==> config.mk <==
export PLATFORM = sky130hd
export DESIGN_NAME = sap_out_bcd_scanner
export DESIGN_NICKNAME = d
export VERILOG_FILES = /design/src/rtl/sap_out_bcd_scanner.sv
export SDC_FILE = /design/constraint.sdc
export NUM_CORES = 1
export LEC_CHECK = 0
export BUFFER_PORTS_ARGS = -buffer_cell sky130_fd_sc_hd__buf_2
export CORE_MARGIN = 1.5
export CORE_UTILIZATION = 59
export DETAILED_ROUTE_END_ITERATION = 10
export PLACE_DENSITY = 0.79
export SLEW_MARGIN = 20
export SYNTH_ARGS = -nofsm -noshare
export SYNTH_HDL_FRONTEND = slang
export SYNTH_SLANG_ARGS = --single-unit
==> constraint.sdc <==
create_clock -name clk -period 1.9 [get_ports clk]
set_clock_uncertainty 0.05 [all_clocks]
set_input_delay 0.19 -clock clk [delete_from_list [all_inputs] [get_ports clk]]
set_output_delay 0.19 -clock clk [all_outputs]
set_load 0.02 [all_outputs]
==> src/rtl/sap_out_bcd_scanner.sv <==
// rtl/sap_out_bcd_scanner.sv - SAP-1 output value to 3-digit BCD with multiplexed digit scan
// Optional leading-zero blanking: define SAP_DISP_LZB_EN.
module sap_out_bcd_scanner #(
    parameter int REFRESH_DIV = 1000
) (
    input  logic       clk,
    input  logic       rst,
    input  logic       load,
    input  logic [7:0] data,
    output logic       busy,
    output logic       valid,
    output logic [3:0] bcd,
    output logic [2:0] an
);

    localparam int CW = (REFRESH_DIV > 1) ? $clog2(REFRESH_DIV) : 1;
    localparam logic [CW-1:0] REF_MAX = CW'(REFRESH_DIV - 1);

    typedef enum logic [1:0] {
        IDLE,
        CONVERT,
        DONE
    } state_t;

    state_t      state;
    logic [7:0]  shreg;
    logic [11:0] scratch;
    logic [11:0] adj;
    logic [2:0]  iter;
    logic [3:0]  hund;
    logic [3:0]  tens;
    logic [3:0]  ones;

    logic [CW-1:0] refresh;
    logic [1:0]    idx;
    logic [2:0]    onehot;
    logic [2:0]    en_mask;

    function automatic logic [3:0] add3(input logic [3:0] n);
        return (n >= 4'd5) ? n + 4'd3 : n;
    endfunction

    assign adj = {add3(scratch[11:8]), add3(scratch[7:4]), add3(scratch[3:0])};

    always_ff @(posedge clk or posedge rst) begin
        if (rst) begin
            state   <= IDLE;
            busy    <= 1'b0;
            valid   <= 1'b0;
            shreg   <= 8'd0;
            scratch <= 12'd0;
            iter    <= 3'd0;
            hund    <= 4'd0;
            tens    <= 4'd0;
            ones    <= 4'd0;
        end else begin
            case (state)
                IDLE: begin
                    if (load) begin
                        shreg   <= data;
                        scratch <= 12'd0;
                        iter    <= 3'd0;
                        busy    <= 1'b1;
                        state   <= CONVERT;
                    end
                end
                CONVERT: begin
                    // Adjust then shift {scratch, shreg} left by one in a single step.
                    scratch <= {adj[10:0], shreg[7]};
                    shreg   <= {shreg[6:0], 1'b0};
                    iter    <= iter + 3'd1;
                    if (iter == 3'd7) begin
                        state <= DONE;
                    end
                end
                DONE: begin
                    hund  <= scratch[11:8];
                    tens  <= scratch[7:4];
                    ones  <= scratch[3:0];
                    valid <= 1'b1;
                    busy  <= 1'b0;
                    state <= IDLE;
                end
                default: begin
                    busy  <= 1'b0;
                    state <= IDLE;
                end
            endcase
        end
    end

    // Free-running scan, deliberately decoupled from the conversion FSM.
    always_ff @(posedge clk or posedge rst) begin
        if (rst) begin
            refresh <= '0;
            idx     <= 2'd0;
        end else if (refresh == REF_MAX) begin
            refresh <= '0;
            idx     <= (idx == 2'd2) ? 2'd0 : idx + 2'd1;
        end else begin
            refresh <= refresh + 1'b1;
        end
    end

    always_comb begin
        bcd    = 4'd0;
        onehot = 3'b000;
        case (idx)
            2'd0: begin
                bcd    = ones;
                onehot = 3'b001;
            end
            2'd1: begin
                bcd    = tens;
                onehot = 3'b010;
            end
            2'd2: begin
                bcd    = hund;
                onehot = 3'b100;
            end
            default: begin
                bcd    = 4'd0;
                onehot = 3'b000;
            end
        endcase
    end

`ifdef SAP_DISP_LZB_EN
    always_comb begin
        en_mask    = 3'b111;
        en_mask[2] = (hund != 4'd0);
        en_mask[1] = (hund != 4'd0) || (tens != 4'd0);
    end
`else
    assign en_mask = 3'b111;
`endif

    assign an = valid ? (onehot & en_mask) : 3'b000;

endmodule

==> impl.org <==
** Drt
- For this block, the via count after detailed routing is roughly 1.7k.
- Detailed-routing wirelength on met1 :: between 1.5 and 2 mm
- After detailed routing, the total wire length is 4.34 mm.
- After the first detailed-routing iteration, the DRC count stood at between 100 and 150.
- For this run, the detailed router's first-pass iteration total came to 4.
- In this run the remaining antenna-violating nets after routing total 0.
- After detailed routing, the average wire length per cell comes to roughly 14 um.
- The routed design uses about 150 um of met3 wire.
- Count of unresolved DRC violations after routing :: 0
- Post-DR vias/cell :: approximately 5.6
- Wire segments on met2 add up to 2.14 mm in the final route.
- The highest layer touched by signal routing is met4.

** Layout
- For this run, the post-layout net count is around 270.
- Layout area overhead :: 12.0%
- With fillers left out, the area of the finished cells amounts to 2690 um2.
- The repair_antennas step left the layout with diodes totalling 0.
- Fill cells in the final layout number just over 300.
- Post-layout util :: 0.678
- In the final layout, the share of cells above drive strength 1 is 0.171.

** Synthesis
- The cell area that synthesis handed to floorplanning was ~2400 um2.
- Largest cells by area after synthesis :: dfrtp_1 (53%), ha_1 (4.7%), nand2_1 (4.4%), o21ai_0 (3.5%), mux2_2 (3.3%)
- Share of the synthesized area in the top cell type :: 0.531
- The average instance in the mapped netlist occupies between 10 and 15 um2.
- Number of enable flip-flop cells after synthesis :: 0
- Count of distinct cell types in the synthesized netlist :: 36
- The number of nets in the synthesized netlist is 247.
- Proportion of synthesized chip area in sequential cells :: 0.531
- In the synthesized netlist the dominant register cell turns out to be dfrtp_1.
- Counting flops with an async set or reset pin after synthesis yields a share of 1.00.
- Number of instances in the synthesized netlist :: 227
- Synth area leader :: dfrtp_1
- Yosys reg bits :: 51
- Yosys printed 0 warnings.

** Timing
- Setup tns final :: 0 ns
- The number of endpoints with negative hold slack in the final report is 0.
- Setup repair after global routing left no endpoint under its margin.
- Hold is met by around 0.080 ns.
- Final setup violation count :: 0
- Shortest clock period the worst path allows after layout :: 1.71 ns
- Headroom to the max-slew limit came out at 0.594.
- Share of the cycle needed by the critical path after routing :: 0.901
- Max Transition Viols Final :: 0
- Static timing analysis puts the maximum clock frequency at between 500 and 600 MHz.
- For the pin with the worst max-slew slack, the measured transition is 0.609 ns.

** CTS
- The number of clock buffers added by TritonCTS is 5.
- Maximum level of the CTS H-tree :: 2
- For this design, the sink count on the clock tree is 51.
- Cell at the root of the clock tree :: clkbuf_8
- CTS tree :: yes
- Gates resized during post-CTS repair numbered 0.
- The later pin in the worst-skew pair is clocked with a latency of 0.30 ns.
- Clock-pin slew was measured on the worst setup and hold paths at roughly 0.090 ns.
- The longest clock path from root to sink contains 2 buffers.

** GRT
- Initial antenna violation count :: 0
- Maximum number of pins on one net before global-route repair :: between 50 and 60
- First-pass GRT wire length :: between 7 and 8 mm
- In the global route stage, overall resource usage came out at 0.224.
- Vias in the first global route :: 1628
- Global routing finished with a remaining overflow of 0.

** Setup path
- On the worst path, the slowest cell contributes a delay of 0.61 ns.
- Cell at the slowest stage of the critical path :: dfrtp_1
- Crit. End Element :: output port
- Together, buffers and inverters on the worst path number 1.
- Data on the critical path is required at its endpoint by 1.66 ns.
- Crit path arrival time :: about 1.5 ns
- Top cell family by delay on the critical path :: flip-flops
- The worst setup path is of the flip-flop to output port kind.
- Traced cell by cell, the critical path runs through mux2i_1 -> o21ai_0 -> buf_2.
- Critical path startpoint category :: flip-flop
- Crit Path Max Fanout :: 12

** Floorplan
- Placeable Area :: 3970 um2
- Initial cell density of the core :: 0.606
- Height of the die :: ~67 um
- Row generation in the floorplan step produced 23 rows.
- Number of top-level pins :: 20
- The floorplan step set the die width to 66.8 um.
- The floorplan step defined a die boundary enclosing approximately 4500 um2.

** Power
- LEAKAGE :: 1.27 nW
- Net switching share of the total power :: 0.354
- Power comes to ~3.8 mW.
- Ratio of total power to cell area :: 1390 nW/um2
- Of the total power, the clock network draws 0.192.
- Across the VDD grid, the largest voltage drop is approximately 730 uV.
- The share of total power dissipated in sequential elements is 0.438.
- The share of total power dissipated in combinational logic is 0.370.
- Internal power comes to 2.42 mW.
- The analysis attributes to net switching a power of roughly 1.3 mW.

** Status
- The run finished with clean final reports.

** Place
- Post-DP HPWL :: 3.01 mm
- GPL Wtd Cong :: approximately 0.75
- The placed instances occupy a cell area of 2580 um2.
- During placement, the flow inserted port buffers numbering 19.

** Min path
- Hold Crit Class :: primary input to flip-flop

** Run
- Across the run, the number of max-cap violations was 0.
-- Yosys cell counts, types with 3 or more instances --
cell type	number
dfrtp_1	51
buf_2	4
nand2b_1	6
o22ai_1	6
xnor2_1	5
a31oi_1	7
a32o_1	4
o31ai_1	3
a22o_1	6
clkbuf_1	4
nand2_1	28
xor2_1	3
ha_1	9
mux2_2	7
nand3_1	4
nor3b_1	3
nor2b_1	3
mux2i_1	7
nor2_1	18
o21ai_0	17
inv_1	11
a21oi_1	7
-- tightest hold or removal path: stages --
cell and delay (ns):
buf_2 0.09, nand2_1 0.04, a31oi_1 0.07
-- registers in the layout, summed over array words and instances, names as in the netlist --
signal,flops
busy,1
idx,2
tens,4
valid,1
refresh,10
iter,3
shreg,8
hund,4
ones,4
scratch,12
state,2
-- power by group through the flow --
stage	sequential [mW]	combinational, mW	clock (mW)
4_1_cts	1.64	1.40	0.734
6_report	1.64	1.39	0.720
2_1_floorplan	1.62	1.06	0
3_5_place_dp	1.66	1.39	0
3_3_place_gp	1.65	1.33	0
5_1_grt	1.69	1.56	0.777
-- layer usage --
layer	track usage	up-vias
met1	0.282	827
met5	0	-
li1	-	841
met4	0.0689	0
met3	0.0507	4
met2	0.383	26
-- kinds of logic after synthesis --
group                    Yosys count  share of synthesized area
AO/OA/AOI/OAI                     54                      0.144
XOR/XNOR                           8                     0.0291
adder cells (fa/ha/maj)            9                     0.0468
buffers and inverters             20                     0.0333
flip-flops                        51                      0.531
multiplexers                      15                     0.0682
AND/OR/NAND/NOR                   70                      0.148
-- stage by stage --
step,std cells,setup slack [ns]
after floorplan,227,0.290
after global placement,293,0.314
after detailed placement,293,0.244
after CTS,301,0.214
after global routing,301,0.0598
final,301,0.188
-- placed cells by master (no fill, tap or decap), drive strengths merged, types with 3 or more instances in the layout --
| cell type | count |
|---|---|
| dfrtp | 51 |
| nand2 | 28 |
| buf | 25 |
| nor2 | 18 |
| o21ai | 18 |
| inv | 11 |
| ha | 9 |
| mux2 | 8 |
| a31oi | 7 |
| mux2i | 7 |
| a21oi | 7 |
| nand2b | 6 |
| a22o | 6 |
| o22ai | 6 |
| clkbuf | 6 |
| xnor2 | 5 |
| nand3 | 4 |
| a32o | 4 |
| nor2b | 3 |
| o31ai | 3 |
| xor2 | 3 |
| nor3b | 3 |
-- path summary, 6_finish.rpt --
check                           start          to  slack, ns  cells past startpoint
setup / recovery               idx[0]      bcd[0]       0.19                      3
hold / removal                data[7]    shreg[7]       0.08                      3
setup reg to reg           refresh[0]      idx[0]       0.23                      4
hold reg to reg               tens[1]     tens[1]       0.44                      2
max in group asynchronous         rst    shreg[1]       1.13                      4
min in group asynchronous         rst  refresh[4]       0.43                      4
-- timing repair --
item	in CTS	in global routing
hold buffers	1	0
hold endpoints to repair	51	0
setup buffers	0	0
-- final cells by class --
class | instances | area (um2) | share of cell area
multi-input cells | 156 | 1050 | 0.389
clock inverters | 1 | 30.0 | 0.0111
repair buffers | 26 | 163 | 0.0604
well taps | 50 | 62.6 | 0.0232
inverters | 11 | 41.3 | 0.0153
flip-flops and latches | 51 | 1280 | 0.474
clock buffers | 6 | 72.6 | 0.0269
No activity file was read; power rests on OpenSTA's default activity.
